File: src/rtl/risc_toy_fetch_queue_if.sv
// Fetch-queue bus: instruction-memory request/response, fetch control
// and the decode-side valid/ready pop port.
interface risc_toy_fetch_queue_if #(
    parameter int CW = 3
);
    logic          IREQ;
    logic [29:0]   IADDR;
    logic [31:0]   INSTR;
    logic          EN;
    logic          REDIRECT;
    logic [31:0]   REDIRECT_PC;
    logic          O_VALID;
    logic [31:0]   O_INSTR;
    logic [31:0]   O_PC;
    logic          O_READY;
    logic [CW-1:0] O_COUNT;

    modport master (
        output IREQ, IADDR, O_VALID, O_INSTR, O_PC, O_COUNT,
        input  INSTR, EN, REDIRECT, REDIRECT_PC, O_READY
    );

    modport slave (
        input  IREQ, IADDR, O_VALID, O_INSTR, O_PC, O_COUNT,
        output INSTR, EN, REDIRECT, REDIRECT_PC, O_READY
    );
endinterface

File: src/rtl/risc_toy_fetch_queue.sv
// Credit-controlled instruction prefetch for RISC_TOY: fixed-latency memory
// responses land in a DEPTH-entry FIFO that decode pops via valid/ready.
module risc_toy_fetch_queue #(
    parameter int          DEPTH    = 4,
    parameter int          MEM_LAT  = 1,
    parameter logic [31:0] RESET_PC = 32'h0000_0000,
    parameter int          CW       = $clog2(DEPTH + 1)
) (
    input  logic                   CLK,
    input  logic                   RSTN,
    risc_toy_fetch_queue_if.master bus
);
    localparam int          PW      = $clog2(DEPTH);
    localparam int          IW      = $clog2(MEM_LAT + 1);
    localparam int          SW      = CW + IW + 1;
    localparam logic [31:0] PC_MASK = 32'hFFFF_FFFC;

    logic                r_run;
    logic [31:0]         r_fetch_pc;
    logic [MEM_LAT-1:0]  r_pipe_vld;
    logic [29:0]         r_pipe_pc [MEM_LAT];
    logic [31:0]         r_fifo_instr [DEPTH];
    logic [31:0]         r_fifo_pc [DEPTH];
    logic [PW-1:0]       r_head;
    logic [PW-1:0]       r_tail;
    logic [CW-1:0]       r_count;

    logic [IW-1:0]       w_inflight;
    logic [SW-1:0]       w_credit_used;
    logic                w_ireq;
    logic                w_push;
    logic                w_pop;
    logic [CW-1:0]       w_count_nxt;

    function automatic logic [IW-1:0] f_popcount(input logic [MEM_LAT-1:0] vld);
        logic [IW-1:0] n;
        n = {IW{1'b0}};
        for (int i = 0; i < MEM_LAT; i++) begin
            n = n + IW'(vld[i]);
        end
        return n;
    endfunction

    // Issue credit and FIFO handshake; redirect overrides issue, push and pop
    always_comb begin
        w_inflight    = f_popcount(r_pipe_vld);
        w_credit_used = SW'(r_count) + SW'(w_inflight);
        w_ireq        = r_run & bus.EN & ~bus.REDIRECT & (w_credit_used < SW'(DEPTH));
        w_push        = r_pipe_vld[MEM_LAT-1] & ~bus.REDIRECT;
        w_pop         = (r_count != {CW{1'b0}}) & bus.O_READY & ~bus.REDIRECT;
    end

    // Next FIFO occupancy
    always_comb begin
        w_count_nxt = r_count;
        case ({w_push, w_pop})
            2'b10:   w_count_nxt = r_count + CW'(1);
            2'b01:   w_count_nxt = r_count - CW'(1);
            default: w_count_nxt = r_count;
        endcase
    end

    // Fetch PC, run flag and fixed-latency response pipe
    always_ff @(posedge CLK or negedge RSTN) begin
        if (!RSTN) begin
            r_run      <= 1'b0;
            r_fetch_pc <= RESET_PC & PC_MASK;
            r_pipe_vld <= {MEM_LAT{1'b0}};
            for (int i = 0; i < MEM_LAT; i++) begin
                r_pipe_pc[i] <= 30'd0;
            end
        end else begin
            r_run        <= 1'b1;
            r_pipe_pc[0] <= r_fetch_pc[31:2];
            for (int i = MEM_LAT - 1; i > 0; i--) begin
                r_pipe_pc[i] <= r_pipe_pc[i-1];
            end
            if (bus.REDIRECT) begin
                r_fetch_pc <= bus.REDIRECT_PC & PC_MASK;
                r_pipe_vld <= {MEM_LAT{1'b0}};
            end else begin
                r_pipe_vld[0] <= w_ireq;
                for (int i = MEM_LAT - 1; i > 0; i--) begin
                    r_pipe_vld[i] <= r_pipe_vld[i-1];
                end
                if (w_ireq) begin
                    r_fetch_pc <= r_fetch_pc + 32'd4;
                end else begin
                    r_fetch_pc <= r_fetch_pc;
                end
            end
        end
    end

    // Instruction FIFO; credit accounting guarantees a push never finds it full
    always_ff @(posedge CLK or negedge RSTN) begin
        if (!RSTN) begin
            r_head  <= {PW{1'b0}};
            r_tail  <= {PW{1'b0}};
            r_count <= {CW{1'b0}};
            for (int i = 0; i < DEPTH; i++) begin
                r_fifo_instr[i] <= 32'd0;
                r_fifo_pc[i]    <= 32'd0;
            end
        end else if (bus.REDIRECT) begin
            r_head  <= {PW{1'b0}};
            r_tail  <= {PW{1'b0}};
            r_count <= {CW{1'b0}};
        end else begin
            if (w_push) begin
                r_fifo_instr[r_tail] <= bus.INSTR;
                r_fifo_pc[r_tail]    <= {r_pipe_pc[MEM_LAT-1], 2'b00};
                r_tail               <= r_tail + PW'(1);
            end else begin
                r_tail <= r_tail;
            end
            if (w_pop) begin
                r_head <= r_head + PW'(1);
            end else begin
                r_head <= r_head;
            end
            r_count <= w_count_nxt;
        end
    end

    assign bus.IREQ    = w_ireq;
    assign bus.IADDR   = r_fetch_pc[31:2];
    assign bus.O_VALID = (r_count != {CW{1'b0}});
    assign bus.O_INSTR = r_fifo_instr[r_head];
    assign bus.O_PC    = r_fifo_pc[r_head];
    assign bus.O_COUNT = r_count;
endmodule

File: src/flat_wrapper.sv
// flat-port wrapper written by rule: the top's interface ports become plain ports
module risc_toy_fetch_queue_flat 
#(
    parameter int          DEPTH    = 4,
    parameter int          MEM_LAT  = 1,
    parameter logic [31:0] RESET_PC = 32'h0000_0000,
    parameter int          CW       = $clog2(DEPTH + 1)
)
  (CLK, RSTN, bus_IREQ, bus_IADDR, bus_O_VALID, bus_O_INSTR, bus_O_PC, bus_O_COUNT, bus_INSTR, bus_EN, bus_REDIRECT, bus_REDIRECT_PC, bus_O_READY);
  risc_toy_fetch_queue_if #(.CW(CW)) bus_i ();
  input  logic CLK;
  input  logic RSTN;
  output wire logic [$bits(bus_i.IREQ)-1:0] bus_IREQ;
  output wire logic [$bits(bus_i.IADDR)-1:0] bus_IADDR;
  output wire logic [$bits(bus_i.O_VALID)-1:0] bus_O_VALID;
  output wire logic [$bits(bus_i.O_INSTR)-1:0] bus_O_INSTR;
  output wire logic [$bits(bus_i.O_PC)-1:0] bus_O_PC;
  output wire logic [$bits(bus_i.O_COUNT)-1:0] bus_O_COUNT;
  input wire logic [$bits(bus_i.INSTR)-1:0] bus_INSTR;
  input wire logic [$bits(bus_i.EN)-1:0] bus_EN;
  input wire logic [$bits(bus_i.REDIRECT)-1:0] bus_REDIRECT;
  input wire logic [$bits(bus_i.REDIRECT_PC)-1:0] bus_REDIRECT_PC;
  input wire logic [$bits(bus_i.O_READY)-1:0] bus_O_READY;
  assign bus_IREQ = bus_i.IREQ;
  assign bus_IADDR = bus_i.IADDR;
  assign bus_O_VALID = bus_i.O_VALID;
  assign bus_O_INSTR = bus_i.O_INSTR;
  assign bus_O_PC = bus_i.O_PC;
  assign bus_O_COUNT = bus_i.O_COUNT;
  assign bus_i.INSTR = bus_INSTR;
  assign bus_i.EN = bus_EN;
  assign bus_i.REDIRECT = bus_REDIRECT;
  assign bus_i.REDIRECT_PC = bus_REDIRECT_PC;
  assign bus_i.O_READY = bus_O_READY;
  risc_toy_fetch_queue #(.DEPTH(DEPTH), .MEM_LAT(MEM_LAT), .RESET_PC(RESET_PC), .CW(CW)) u_core (.CLK(CLK), .RSTN(RSTN), .bus(bus_i));
endmodule
File: config.mk
export PLATFORM = sky130hd
export DESIGN_NAME = risc_toy_fetch_queue_flat
export DESIGN_NICKNAME = d
export VERILOG_FILES = /design/src/rtl/risc_toy_fetch_queue_if.sv /design/src/rtl/risc_toy_fetch_queue.sv /design/src/flat_wrapper.sv
export SDC_FILE = /design/constraint.sdc
export NUM_CORES = 1
export LEC_CHECK = 0
export CELL_PAD_IN_SITES_DETAIL_PLACEMENT = 1
export CELL_PAD_IN_SITES_GLOBAL_PLACEMENT = 1
export CORE_AREA = 4 4 144 216
export DETAILED_ROUTE_END_ITERATION = 12
export DIE_AREA = 0 0 148 220
export PLACE_DENSITY_LB_ADDON = 0.1
export SLEW_MARGIN = 20
export SYNTH_ARGS = -nofsm -noshare
export SYNTH_HDL_FRONTEND = slang
export SYNTH_SLANG_ARGS = --single-unit
File: constraint.sdc
create_clock -name CLK -period 2.86 [get_ports CLK]
set_clock_uncertainty 0.15 [all_clocks]
set_input_delay 0.572 -clock CLK [delete_from_list [all_inputs] [get_ports CLK]]
set_output_delay 0.572 -clock CLK [all_outputs]
set_load 0.02 [all_outputs]
==> flow_summary.json, run 1 <==
{
  "vdd_drop_max_mv": 0.5107,
  "die_y_um": 220,
  "dp_hpwl_um": 21080,
  "worstMarginPinSlew_ns": 0.7531,
  "synth_xor_area_share_pct": 0.3860,
  "p_clk_share_pct": 28.3,
  "cts_tree": "yes",
  "worstSetupPathType": "flip-flop to output pin",
  "setup_violations": 0,
  "hold_path_class": "flip-flop to flip-flop",
  "synth_area_um2": 13610,
  "cell_internal_pwr_w": 0.01057,
  "synthSimpleGateAreaFrac_pct": 4.715,
  "drv_cap": 0,
  "initial_utilization_pct": 46.48,
  "synthAdderAreaFrac_pct": 0.6066,
  "overflow": 0,
  "p_comb_share_pct": 33.7,
  "arrival_ns": 2.10,
  "ys.warnings.count": 0,
  "status": "finished, final reports clean",
  "dp_slack_ns": -0.05423,
  "clockBufferDepth": 3,
  "fill_cells": 2782,
  "row_count": 77,
  "layout_worst_path_cycle_share_pct": 98.58,
  "clock_latency_ns": 0.57,
  "finalHoldViolations": 0,
  "synth_ff_type": "dfrtp_1",
  "sw_frac_of_total_pct": 30.69,
  "power_w": 0.01524,
  "numCtsBuffers": 30,
  "synth-edff-count": 0,
  "routed_wl_um": 34260,
  "cp-start-kind": "flip-flop",
  "pwr-share-seq_pct": 38.0,
  "p_leak_nw": 7.927,
  "grtUsageTotal_pct": 21.33,
  "critPathMaxFanout": 4,
  "netlist_instances": 884,
  "dr_total_vias": 8243,
  "slew_viol_final": 0,
  "synth_compound_area_share_pct": 2.987,
  "htreeDepth": 1,
  "fin_util_pct": 58.23,
  "drt-wirelength-per-cell_um": 23.07,
  "first_iter_violations": 254,
  "synth.avg_cell_area_um2": 15.40,
  "synth_top_family_by_area": "multiplexers",
  "ys_seq_elements": 317,
  "synthMuxAreaShare_pct": 30.99,
  "clock_sinks": 317,
  "die-area_um2": 32560,
  "synthArstFlopShare_pct": 100.0,
  "power_density_nw_per_um2": 893.9,
  "clk_pin_slew_worst_paths_ns": 0.07,
  "multiInputGateArea_um2": 5446,
  "setup_ws_ns": 0.04061,
  "fin_tns_setup_ns": 0,
  "gp_routability_congestion": 0.7619,
  "area_growth_pct": 25.28,
  "io_buffers": 163,
  "r2r_setup_slack_ns": 0.31,
  "nets": 1143,
  "vias_per_cell": 5.551,
  "placed_cells": 1420,
  "ys_types": 40,
  "fmax_mhz": 354.7,
  "die_x_um": 148,
  "postRouteAntennaNets": 0,
  "grt_pass1_vias": 9427,
  "drc": 0,
  "critPathCaptureType": "output pin",
  "slew_headroom_pct": 49.69,
  "seq_area_um2": 7940,
  "n_antenna_cell": 0,
  "post-route-min-period_ns": 2.819,
  "seq_area_frac_synth_pct": 58.27,
  "boundaryPins": 168,
  "core_um2": 29290,
  "grt_pass1_wl_um": 54400,
  "power_switching_w": 0.004679,
  "antenna_found_initial": 0,
  "cp.required_ns": 2.14,
  "drive_above_1_share_pct": 43.30,
  "grt_start_max_net_pins": 84,
  "cts_root_buf": "clkbuf_16",
  "first_pass_iters": 4,
  "layout.cells.non_filler": 1485
}
[metal layers]
| metal | vias to the layer above | GRT usage, % | share of wire, % |
|---|---|---|---|
| met3 | 36 | 3.374 | 4.1 |
| met4 | 0 | 5.146 | 1.8 |
| met1 | 4393 | 26.35 | 40 |
| met2 | 166 | 39.20 | 54 |
| met5 | - | 0 | 0 |
| li1 | 3648 | - | - |
[cell usage after synthesis (4+ instances only)]
| master | count | area, um2 |
|---|---|---|
| nor2b_1 | 12 | 75.07 |
| mux4_2 | 62 | 1396 |
| nand4_1 | 4 | 25.02 |
| o311ai_0 | 8 | 70.07 |
| and3_1 | 5 | 31.28 |
| clkbuf_1 | 13 | 48.80 |
| buf_1 | 5 | 18.77 |
| a22oi_1 | 4 | 30.03 |
| o211ai_1 | 4 | 30.03 |
| a221o_1 | 4 | 40.04 |
| nand2_1 | 35 | 131.4 |
| xor2_1 | 4 | 35.03 |
| nand3_1 | 20 | 100.1 |
| or3_1 | 6 | 37.54 |
| inv_1 | 6 | 22.52 |
| mux2_2 | 248 | 2793 |
| nor3_1 | 4 | 20.02 |
| buf_2 | 33 | 165.2 |
| nand4_2 | 4 | 50.05 |
| nor2_1 | 23 | 86.33 |
| dfrtp_1 | 317 | 7933 |
| o21ai_0 | 23 | 115.1 |
| ha_1 | 5 | 62.56 |
[power groups by stage]
stage / sequential (W) / clock [W] / combinational [W]
final: 0.00580 / 0.00431 / 0.00514
after global placement: 0.00582 / 0 / 0.00516
after detailed placement: 0.00587 / 0 / 0.00523
after global routing: 0.00590 / 0.00461 / 0.00549
after CTS: 0.00580 / 0.00442 / 0.00529
after floorplan: 0.00574 / 0 / 0.00300
[registers in the layout (all words and copies together), names as in the netlist]
signal and cells:
u_core.r_fifo_pc 120, u_core.r_head 2, u_core.r_pipe_pc 30, u_core.r_run 1
u_core.r_pipe_vld 1, u_core.r_tail 2, u_core.bus.O_COUNT 3, u_core.r_fifo_instr 128
u_core.r_fetch_pc 30
[placed cells by master, fill, tap and decap left out, drive strengths merged, types with 6 or more instances in the layout]
cell type | Yosys | layout
mux2 | 248 | 248
or3 | 6 | 6
clkdlybuf4s50 | 0 | 98
nand3 | 20 | 20
nor2 | 23 | 23
buf | 40 | 91
nor2b | 12 | 12
nand4 | 8 | 8
mux4 | 62 | 62
dfrtp | 317 | 317
inv | 6 | 6
clkbuf | 13 | 49
o21ai | 23 | 23
clkdlybuf4s15 | 0 | 12
nand2 | 35 | 35
o311ai | 10 | 10
[worst max-delay path: stages (launching register included)]
cell and delay [ns]:
dfrtp_4 0.43, buf_6 0.16, clkbuf_16 0.17, mux4_2 0.50
clkdlybuf4s15_2 0.27
[timing repair]
action / CTS / global route
hold buffers: 1 / 0
resized for setup: 238 / 20
cloned: 6 / 1
endpoints found under the setup margin: 63 / 25
endpoints found under the hold margin: 56 / 0
buffers inserted: 3 / 0
[logic make-up (layout without fill, tap and decap cells)]
logic type	count (synthesis)	count (layout)
flip-flops	317	317
AND/OR/NAND/NOR	122	122
multiplexers	313	313
adder cells (fa/ha/maj)	6	6
AO/OA/AOI/OAI	59	59
buffers and inverters	59	264
XOR/XNOR	6	6
other	2	3
[per-stage QoR]
stage                     instance area [um2]  hold WS, ns
after global routing                    17050       0.3224
after detailed placement                15950       0.2788
after CTS                               17100       0.2963
after global placement                  15950       0.2905
final                                   17050       0.2935
after floorplan                         13620       0.1264
[area by class of cell]
cell class | count | share of cell area (%)
clock buffer | 48 | 5.393
sequential | 317 | 46.56
multi-input combinational | 509 | 31.94
timing repair buffer | 204 | 12.17
inverter | 6 | 0.1321
tap | 395 | 2.898
clock inverter | 6 | 0.9098
[worst paths after layout]
kind                                      endpoint             startpoint  cells after the start
setup / recovery                   bus_O_INSTR[24]       u_core.r_head[0]                      4
hold / removal                u_core.r_pipe_pc[18]  u_core.r_fetch_pc[20]                      0
setup reg to reg             u_core.bus.O_COUNT[2]  u_core.bus.O_COUNT[0]                      7
hold reg to reg               u_core.r_pipe_pc[18]  u_core.r_fetch_pc[20]                      0
max in group asynchronous     u_core.r_fifo_pc[54]                   RSTN                      3
min in group asynchronous  u_core.r_fifo_instr[77]                   RSTN                      2
Note: power is estimated with default switching activity, not from simulation.
==> run 2, diff against run 1 <==
--- a/config.mk
+++ b/config.mk
@@ -5,6 +5,7 @@
 export SDC_FILE = /design/constraint.sdc
 export NUM_CORES = 1
 export LEC_CHECK = 0
+export CAP_MARGIN = 20
 export CELL_PAD_IN_SITES_DETAIL_PLACEMENT = 1
 export CELL_PAD_IN_SITES_GLOBAL_PLACEMENT = 1
 export CORE_AREA = 4 4 144 216
==> results of run 2 <==
Same layout as run 1: the final DEF is identical, and so are final timing and power.
